[config.mk]
export PLATFORM = sky130hd
export DESIGN_NAME = mem_block_mover
export DESIGN_NICKNAME = d
export VERILOG_FILES = /design/src/rtl/mem_block_mover.sv
export SDC_FILE = /design/constraint.sdc
export NUM_CORES = 1
export LEC_CHECK = 0
export CELL_PAD_IN_SITES_DETAIL_PLACEMENT = 1
export CELL_PAD_IN_SITES_GLOBAL_PLACEMENT = 2
export CORE_AREA = 3 3 104 106
export DETAILED_ROUTE_END_ITERATION = 16
export DIE_AREA = 0 0 107 109
export PLACE_DENSITY = 0.71
export SLEW_MARGIN = 20
export SYNTH_ARGS = -nofsm -noshare
export SYNTH_HDL_FRONTEND = slang
export SYNTH_SLANG_ARGS = --single-unit
[constraint.sdc]
create_clock -name clk -period 2.02 [get_ports clk]
set_clock_uncertainty 0.05 [all_clocks]
set_input_delay 0.303 -clock clk [delete_from_list [all_inputs] [get_ports clk]]
set_output_delay 0.303 -clock clk [all_outputs]
set_load 0.05 [all_outputs]
[src/rtl/mem_block_mover.sv]
// Byte copy / fill engine driving a data memory.
// Combinational-read, clocked-write memory timing.
module mem_block_mover #(
  parameter int AW = 8
) (
  input  logic          clk,
  input  logic          reset_n,
  input  logic          Start,
  input  logic          Mode,
  input  logic [AW-1:0] SrcAddr,
  input  logic [AW-1:0] DstAddr,
  input  logic [AW-1:0] Length,
  input  logic [7:0]    FillValue,
  output logic          Busy,
  output logic          Done,
  output logic [AW-1:0] MemAddress,
  output logic          MemRead,
  output logic          MemWrite,
  output logic [7:0]    MemDataOut,
  input  logic [7:0]    MemDataIn
);

  typedef enum logic [2:0] {
    IDLE,
    READ,
    WRITE,
    FILL,
    DONE
  } state_t;

  state_t        state;
  state_t        nextState;
  logic [AW-1:0] srcPtr;
  logic [AW-1:0] dstPtr;
  logic [AW-1:0] remaining;
  logic [7:0]    holdReg;
  logic [7:0]    fillReg;
  logic          modeReg;

  // State register
  always_ff @(posedge clk or negedge reset_n) begin
    if (!reset_n) state <= IDLE;
    else          state <= nextState;
  end

  // Operand latch and pointer/count updates
  always_ff @(posedge clk or negedge reset_n) begin
    if (!reset_n) begin
      srcPtr    <= '0;
      dstPtr    <= '0;
      remaining <= '0;
      holdReg   <= '0;
      fillReg   <= '0;
      modeReg   <= 1'b0;
    end else begin
      unique case (state)
        IDLE: begin
          if (Start) begin
            srcPtr    <= SrcAddr;
            dstPtr    <= DstAddr;
            remaining <= Length;
            fillReg   <= FillValue;
            modeReg   <= Mode;
          end
        end
        READ: begin
          holdReg <= MemDataIn;
          srcPtr  <= srcPtr + 1'b1;
        end
        WRITE, FILL: begin
          dstPtr    <= dstPtr + 1'b1;
          remaining <= remaining - 1'b1;
        end
        default: ;
      endcase
    end
  end

  // Next-state decode
  always_comb begin
    nextState = state;
    unique case (state)
      IDLE: begin
        if (Start) begin
          if (Length == '0) nextState = DONE;
          else if (!Mode)   nextState = READ;
          else              nextState = FILL;
        end
      end
      READ:  nextState = WRITE;
      WRITE: nextState = (remaining == 1) ? DONE : READ;
      FILL:  nextState = (remaining == 1) ? DONE : FILL;
      DONE:  nextState = IDLE;
      default: nextState = IDLE;
    endcase
  end

  // Memory-side outputs decoded from registered state only
  always_comb begin
    Busy       = (state != IDLE);
    Done       = 1'b0;
    MemAddress = '0;
    MemRead    = 1'b0;
    MemWrite   = 1'b0;
    MemDataOut = '0;
    unique case (state)
      READ: begin
        MemAddress = srcPtr;
        MemRead    = 1'b1;
      end
      WRITE: begin
        MemAddress = dstPtr;
        MemWrite   = 1'b1;
        MemDataOut = holdReg;
      end
      FILL: begin
        MemAddress = dstPtr;
        MemWrite   = 1'b1;
        MemDataOut = fillReg;
      end
      DONE: Done = 1'b1;
      default: ;
    endcase
  end

  logic unusedMode;
  assign unusedMode = modeReg;

endmodule

Yosys cells after proc, flatten, opt, wreduce, memory -nomap -nowiden
Index checks and enable logic that the tools add are counted.
{"block": "word_totals", "regBits": 43, "inputBits": 44, "out_inout_bits": 20, "word_cells": 41}
{"block": "classes", "add_sub_neg": 3, "n_eq_ne": 6, "n_mux": 17, "n_reduce_logical": 9}
{"cell": "one-hot mux 8 bit (2 select lines)", "count": 5}
{"cell": "2-to-1 mux 8 bit", "count": 3}
{"cell": "adder 8 x 1 -> 8 bit, second input constant", "count": 2}
{"cell": "2-to-1 mux 3 bit", "count": 4}
{"cell": "one-hot mux 3 bit (4 select lines)", "count": 1}
{"cell": "equality test 8 x 1 -> 1 bit, second input constant", "count": 1}
{"cell": "logical NOT 8 bit", "count": 1}
{"cell": "subtractor 8 x 1 -> 8 bit, second input constant", "count": 1}
{"cell": "equality test 3 x 2 -> 1 bit, second input constant", "count": 2}
{"cell": "AND reduction 2 bit", "count": 3}
{"cell": "nonzero test 2 bit", "count": 2}
{"cell": "equality test 3 x 1 -> 1 bit, second input constant", "count": 1}
{"cell": "equality test 3 bit, second input constant", "count": 1}
{"cell": "logical NOT 3 bit", "count": 1}
{"cell": "2-to-1 mux 1 bit", "count": 3}
{"cell": "nonzero test 3 bit", "count": 1}
{"cell": "2-to-1 mux 2 bit", "count": 1}
{"cell": "!= test 2 bit, second input constant", "count": 1}
{"cell": "OR reduction 2 bit", "count": 1}

Longest topological paths before layout
Gate-level depths: netlist of run 1.
{"block": "depth", "ltp_word": 4, "depth_mapped": 7, "depth_no_buf": 5}

Worst setup path after synthesis of run 1
OpenSTA, ideal clock, no wires.
{"block": "synth_timing", "path_type": "register to output", "startpoint": "register state[1]", "endpoint": "output port MemAddress[3]", "arrival_time_ns": 2.135, "t_required_ns": 1.667, "setup_slack_ns": -0.468, "stages_incl_launch_ff": 7, "path_buffers": 2, "cell_sequence": "dfrtp_1 buf_2 nand2b_1 clkinv_1 clkbuf_1 nand2_1 o21ai_0"}
{"block": "synth_via", "elab_chain_len": 3, "elab_cells_between_ends": 5, "classes_between": "3 x eq/ne; 1 x mux; 1 x reduce/logical"}
{"element": "start, declared", "line_no": "31", "source": "state_t state;"}
{"element": "start signal, assigned", "line_no": "43", "source": "else state <= nextState;"}
{"element": "equality test 3 x 2 -> 1 bit", "line_no": "106", "source": "unique case (state)"}
{"element": "OR reduction 2 bit (no source line)"}
{"element": "one-hot mux 8 bit (2 select lines) (*)", "line_no": "106"}
{"element": "end, declared", "line_no": "16", "source": "output logic [AW-1:0] MemAddress,"}
Mark *: on every way between the ends. The rest lies on a longest branch, timed or not.

Worst setup path after layout of run 1
{"block": "layout_timing", "startpoint": "register state[2]", "endpoint": "output port MemAddress[1]"}
The elaborated chain is that of the path after synthesis.

==> results of run 1 <==
## flip-flops by register name (all words and copies together), names as in the netlist
| signal | count |
|---|---|
| dstPtr | 8 |
| fillReg | 8 |
| holdReg | 8 |
| remaining | 8 |
| srcPtr | 8 |
| state | 3 |
## worst register-to-register path, delay by kind of cell (launching register included)
kind	cells	cell delay, ns
AND/OR/NAND/NOR	1	0.46
flip-flops	1	0.42
buffers and inverters	2	0.34
multiplexers	1	0.33
AO/OA/AOI/OAI	1	0.25
## per-stage QoR
| stage | util (%) | TNS (ns) | setup WS (ns) | cell area (um2) |
|---|---|---|---|---|
| CTS | 37.37 | 0 | 0.001014 | 3686 |
| floorplan | - | -0.1215 | -0.04050 | 2469 |
| global route | 37.94 | -0.009283 | -0.005346 | 3742 |
| finish | 37.94 | 0 | 0.03686 | 3742 |
| global placement | 35.32 | 0 | 0.06252 | 3485 |
| detailed placement | 35.32 | -0.007825 | -0.007825 | 3485 |
## area by class of cell
cell class                 count  share of cell area (%)
clock inverter                 2                   1.036
timing repair buffer          90                   27.15
multi-input combinational    207                   35.07
tap                          133                   4.447
sequential                    43                   28.79
clock buffer                   6                   2.207
inverter                      11                   1.304
## final timing paths
path                                         from                     end  slack (ns)
min in group clk           holdReg[6]$_DFFE_PN0P_  holdReg[6]$_DFFE_PN0P_        0.43
max reg2reg                  state[2]$_DFFE_PN0P_   srcPtr[2]$_DFFE_PN0P_        0.08
min                                       reset_n  holdReg[0]$_DFFE_PN0P_        0.39
max in group asynchronous                 reset_n   srcPtr[6]$_DFFE_PN0P_        0.95
max                          state[2]$_DFFE_PN0P_           MemAddress[1]        0.04
min reg2reg                holdReg[6]$_DFFE_PN0P_  holdReg[6]$_DFFE_PN0P_        0.43
## kinds of logic after synthesis
| group | Yosys count | share of synthesized area (%) |
|---|---|---|
| simple gates | 147 | 30.29 |
| compound gates | 44 | 13.31 |
| flops | 43 | 43.86 |
| buf+inv | 28 | 5.456 |
| mux | 12 | 5.048 |
| fa+ha+maj | 4 | 2.040 |
## metal layers
metal | wire length (um) | vias up | global-route usage [%]
met5 | 0 | - | 0
met3 | 404 | 5 | 3.316
met1 | 3788 | 1117 | 19.90
met2 | 3721 | 49 | 24.33
li1 | - | 1155 | -
met4 | 55 | 0 | 3.014
## power breakdown
group          internal [W]  total, W  switching, W  leakage [nW]
combinational       0.00191   0.00432       0.00241          1.09
sequential          0.00129   0.00170      0.000408         0.503
clock              0.000408  0.000743      0.000336        0.0618
total               0.00361   0.00676       0.00315          1.66
## cells in the mapped netlist, drive strengths merged, types with 2 or more instances
master / n / share of area [%]
a211oi: 8 / 2.4
a21oi: 4 / 0.82
a22o: 3 / 1.1
a311oi: 4 / 1.4
a31oi: 2 / 0.51
and2: 3 / 0.76
and3: 2 / 0.51
and3b: 2 / 0.71
and4: 5 / 1.8
buf: 9 / 2.5
clkbuf: 8 / 1.2
dfrtp: 43 / 44
ha: 4 / 2.0
inv: 10 / 1.5
mux2: 3 / 1.4
mux2i: 9 / 3.7
nand2: 61 / 9.3
nand2b: 2 / 0.51
nand3: 10 / 2.0
nand4: 3 / 0.76
nand4bb: 2 / 0.92
nor2: 24 / 3.7
nor2b: 2 / 0.51
nor3: 11 / 2.2
nor3b: 4 / 1.2
nor4: 10 / 2.5
o211ai: 3 / 0.92
o21ai: 6 / 1.2
o221a: 2 / 0.92
o22ai: 3 / 0.76
or3: 2 / 0.51
or3b: 2 / 0.71
## timing repair
| item | 4_1_cts | 5_1_grt |
|---|---|---|
| hold buffers | 1 | 0 |
| cloned | 0 | 0 |
| pin swaps | 0 | 2 |
| setup endpoints to repair | 8 | 13 |
| endpoints found under the hold margin | 14 | 0 |
| setup buffers | 2 | 1 |
| resized for setup | 15 | 10 |
==> reports/summary.txt, run 1 <==
Total global-route track usage -> 14.73%
Starting DRT DRC Count -> 46
Final cycle utilization of the critical path -> 98.18%
Design Power -> 0.006762 W
Crit. End Element -> primary output
Die X -> 107 um
Leakage -> 1.656 nW
Measured slew at the worst slew-check pin -> 0.3870 ns
RSZ-0062 raised after global routing -> true
TritonCTS buffer count -> 5
Number of diodes -> 0
Max clock buf depth -> 2
Most frequent cells in the layout -> nand2_1 (61), dfrtp_1 (42), clkdlybuf4s50_1 (42)
Max-slew headroom -> 74.20%
Min cycle time layout -> 1.983 ns
CP Launch Type -> flop
Core ar. -> 9864 um2
Worst R2R Path Depth -> 5
Critical path depth -> 4
Grt total ovfl -> 0
Gpl congestion -> 0.7459
Clock sinks -> 43
Worst EP arrival -> 1.63 ns
IO Count -> 64
Vias per cell -> 4.728
Synth-to-Final Area Change -> 52.52%
Critical Path Slowest Stage Cell -> or3b_4
Synthesis Warnings -> 0
Starting density of the core -> 24.87%
CP Buf/Inv Count -> 2
Flops & latches, synth -> 43
Clk_lat worst skew -> 0.30 ns
Half-perimeter wire length after placement -> 5.959 mm
Pwr Density -> 1807 nW/um2
Synthesized area per cell -> 8.826 um2
Asr flop ratio synth -> 100.0%
Chip Height -> 109 um
CTS Root Cell -> clkbuf_8
Max Cap Viol -> 0
Hold_ws -> 0.3874 ns
Synth Instances -> 278
# rows -> 36
Reg clk slew, reported paths -> 0.10 ns
Commonest non-fill, non-tap cell in the layout -> nand2_1
CP top delay family -> simple AND/OR/NAND/NOR gates
First-pass GRT wire length -> 13.55 mm
Dpl cells -> 480
CTS HTree Levels -> 2
DRT Pass-1 Iters -> 4
Post-Synthesis Cell Area -> 2454 um2
Non-Filler Instances -> 492
DR DRC count -> 0
Via count -> 2326
Multi-input gate area -> 1313 um2
Status -> complete, no violations
Setup CP Type -> flop to primary output
Max IR drop VDD -> 1301 uV
Largest net degree at the start of global routing -> 21
DR WL/cell -> 16.20 um
Buffers on Ports -> 63
Fin. max-slew vios -> 0
Vias in the first global route -> 2607
Worst Path Max Fanout -> 11
Register area -> 1077 um2
Fin. Hold Viols -> 0
Final setup violation count -> 0
Proportion of layout cells with a drive suffix above 1 -> 21.45%
Unique masters post-synth -> 50
CP Data Required Time -> 1.67 ns
Fill cell total of the finished layout -> 1137
WL final -> 7.969 mm
CP max stage delay -> 0.46 ns
Sequential area share after synthesis -> 43.86%
Final #Nets -> 406
Die area -> 11660 um2
Antenna-violating nets left -> 0
Number of synthesized flops with an enable pin -> 0
Post-Synthesis Net Count -> 326
Commonest register cell after synthesis -> dfrtp_1
Initial antenna violation count -> 0
CP cell instances -> or3b_4, inv_8, a22o_2, buf_12
Hold/Removal Path Class -> primary input to async pin
CTS tree -> yes
Maximum clock rate -> 504.3 MHz
Note: power is estimated with default switching activity, not from simulation.
==> run 2: changes to the inputs <==
--- a/config.mk
+++ b/config.mk
@@ -12,4 +12,5 @@
 export DIE_AREA = 0 0 107 109
 export PLACE_DENSITY = 0.71
+export SKIP_LAST_GASP = 1
 export SLEW_MARGIN = 20
 export SYNTH_ARGS = -nofsm -noshare
==> constraint.sdc (replaced) <==
create_clock -name clk -period 2 [get_ports clk]
set_clock_uncertainty 0.05 [all_clocks]
set_input_delay 0.4 -clock clk [delete_from_list [all_inputs] [get_ports clk]]
set_output_delay 0.4 -clock clk [all_outputs]
set_load 0.05 [all_outputs]
==> run 2 against run 1 <==
The run now ends with setup timing left. First-iteration DRC count is 63% higher. Sequential share of layout area decreased by 0.34 points. Critical path depth unchanged. Setup slack worse by 0.11 ns. Via count rose by 1.6%. Cell count shrank 0.20%. Largest power group unchanged. Highest routed layer unchanged.
==> reports/summary.txt, run 2 (synthesized netlist as in run 1, its figures left out) <==
Status -> complete, but fails checks
Failing checks -> setup timing
TritonCTS buffer count -> 5
Final #Nets -> 405
Hold_ws -> 0.02311 ns
Register area -> 1076 um2
Total negative setup slack -> -0.2086 ns
Pwr Density -> 1863 nW/um2
Clock sinks -> 43
IO Count -> 64
DRT Pass-1 Iters -> 4
Max Cap Viol -> 0
Place WS -> -0.1066 ns
CTS HTree Levels -> 2
CP top delay family -> flip-flops
CP Buf/Inv Count -> 2
Top Layer Used -> met4
Synth-to-Final Area Change -> 54.16%
CP Data Required Time -> 1.55 ns
WL final -> 8.151 mm
Largest net degree at the start of global routing -> 32
Max-slew headroom -> 62.78%
DR DRC count -> 0
Worst Path Max Fanout -> 4
Gpl congestion -> 0.8162
Final Worst Setup Slack -> -0.07717 ns
Utilization after layout -> 38.34%
Psw -> 0.003278 W
CTS tree -> yes
Fill cell total of the finished layout -> 1109
RSZ-0062 raised after global routing -> true
Final setup violation count -> 3
Reg clk slew, reported paths -> 0.10 ns
Chip Height -> 109 um
Antenna-violating nets left -> 0
Hold/Removal Path Class -> primary input to async pin
Combinational power share -> 63.5%
Via count -> 2364
Worst EP arrival -> 1.63 ns
CP max stage delay -> 0.43 ns
Grt total ovfl -> 0
CP cell instances -> or3b_4, buf_6, o21ai_4, buf_6
Most frequent cells in the layout -> nand2_1 (61), dfrtp_1 (43), clkdlybuf4s50_1 (42)
Non-Filler Instances -> 491
Starting DRT DRC Count -> 75
DR WL met2 -> 3.963 mm
Vias per cell -> 4.815
Die X -> 107 um
Most frequent CP cell -> buf_6
Total global-route track usage -> 14.49%
Half-perimeter wire length after placement -> 5.990 mm
Number of diodes -> 0
Clk pwr share -> 11.9%
Measured slew at the worst slew-check pin -> 0.5582 ns
Switching Fraction -> 46.51%
Min cycle time layout -> 2.077 ns
Hold Buf Count CTS -> 0
CP Launch Type -> flop
Crit. End Element -> primary output
Dpl cells -> 481
Pint -> 0.003769 W
Starting density of the core -> 24.87%
Setup CP Type -> flop to primary output
Leakage -> 1.662 nW
Multi-input gate area -> 1368 um2
WL met3 -> 326 um
Proportion of layout cells with a drive suffix above 1 -> 23.18%
Initial antenna violation count -> 0
Sequential power share -> 24.7%
Maximum clock rate -> 481.4 MHz
DR WL/cell -> 16.60 um
CTS Root Cell -> clkbuf_8
Critical Path Slowest Stage Cell -> dfrtp_1
First-pass GRT wire length -> 13.41 mm
Fin. max-slew vios -> 0
DRT met1 WL -> 3.780 mm
Max IR drop VDD -> 817.5 uV
Clk_lat worst skew -> 0.31 ns
Max clock buf depth -> 2
Die area -> 11660 um2
Buffers on Ports -> 63
Vias in the first global route -> 2615
Final cycle utilization of the critical path -> 103.9%
Core ar. -> 9864 um2
Fin. Hold Viols -> 0
Commonest non-fill, non-tap cell in the layout -> nand2_1
# rows -> 36
==> run 2: cell count changes in the layout (fill, tap and decap cells not counted), sizes merged <==
cell,previous run,this run
clkinvlp,0,1
inv,11,9
dlygate4sd3,1,0
clkinv,1,2
bufinv,1,2
clkbuf,6,5
==> run 2: timing repair <==
action                     in CTS  in global routing
cloned                          0                  0
resized for setup              14                 17
setup buffers                   1                  2
pin swaps                       2                  6
setup endpoints to repair       9                 16
==> run 2: metrics by stage <==
step	area, um2	total power [W]
after CTS	3704	0.006915
after global routing	3782	0.007492
after floorplan	2499	0.004158
final	3782	0.007047
after global placement	3500	0.005814
after detailed placement	3500	0.005884
==> run 2: layout make-up <==
| type | count | area share, % |
|---|---|---|
| Tap cell | 133 | 4.400 |
| Timing Repair Buffer | 89 | 26.03 |
| Multi-Input combinational cell | 207 | 36.16 |
| Inverter | 11 | 1.356 |
| Sequential cell | 43 | 28.45 |
| Clock buffer | 5 | 1.819 |
| Clock inverter | 3 | 1.786 |
==> run 2: power groups by stage <==
stage               Sequential (W)  Combinational [W]  Clock [W]
floorplan                  0.00159            0.00256          0
global placement           0.00171            0.00410          0
detailed placement         0.00173            0.00415          0
CTS                        0.00172            0.00433   0.000860
global route               0.00181            0.00479   0.000894
finish                     0.00174            0.00447   0.000836
==> run 2: path summary, 6_finish.rpt <==
kind	from	endpoint	slack, ns	depth (start not counted)
max	state[2]$_DFFE_PN0P_	MemAddress[4]	-0.08	4
min reg2reg	fillReg[7]$_DFFE_PN0P_	fillReg[7]$_DFFE_PN0P_	0.43	2
min in group clk	fillReg[7]$_DFFE_PN0P_	fillReg[7]$_DFFE_PN0P_	0.43	2
max in group asynchronous	reset_n	dstPtr[1]$_DFFE_PN0P_	1.29	2
min	reset_n	holdReg[2]$_DFFE_PN0P_	0.02	1
max reg2reg	state[2]$_DFFE_PN0P_	srcPtr[2]$_DFFE_PN0P_	0.10	5
==> run 2: per-layer routing <==
metal | global-route usage (%) | up-vias
met5 | 0 | -
met2 | 24.33 | 51
met4 | 3.105 | 0
met1 | 19.39 | 1151
li1 | - | 1155
met3 | 2.960 | 7
==> run 2: worst register-to-register path, delay by kind of cell (launching register included) <==
family	cells	cell delay, ns
compound gates	1	0.25
buf+inv	2	0.32
mux	1	0.31
simple gates	1	0.43
flops	1	0.43
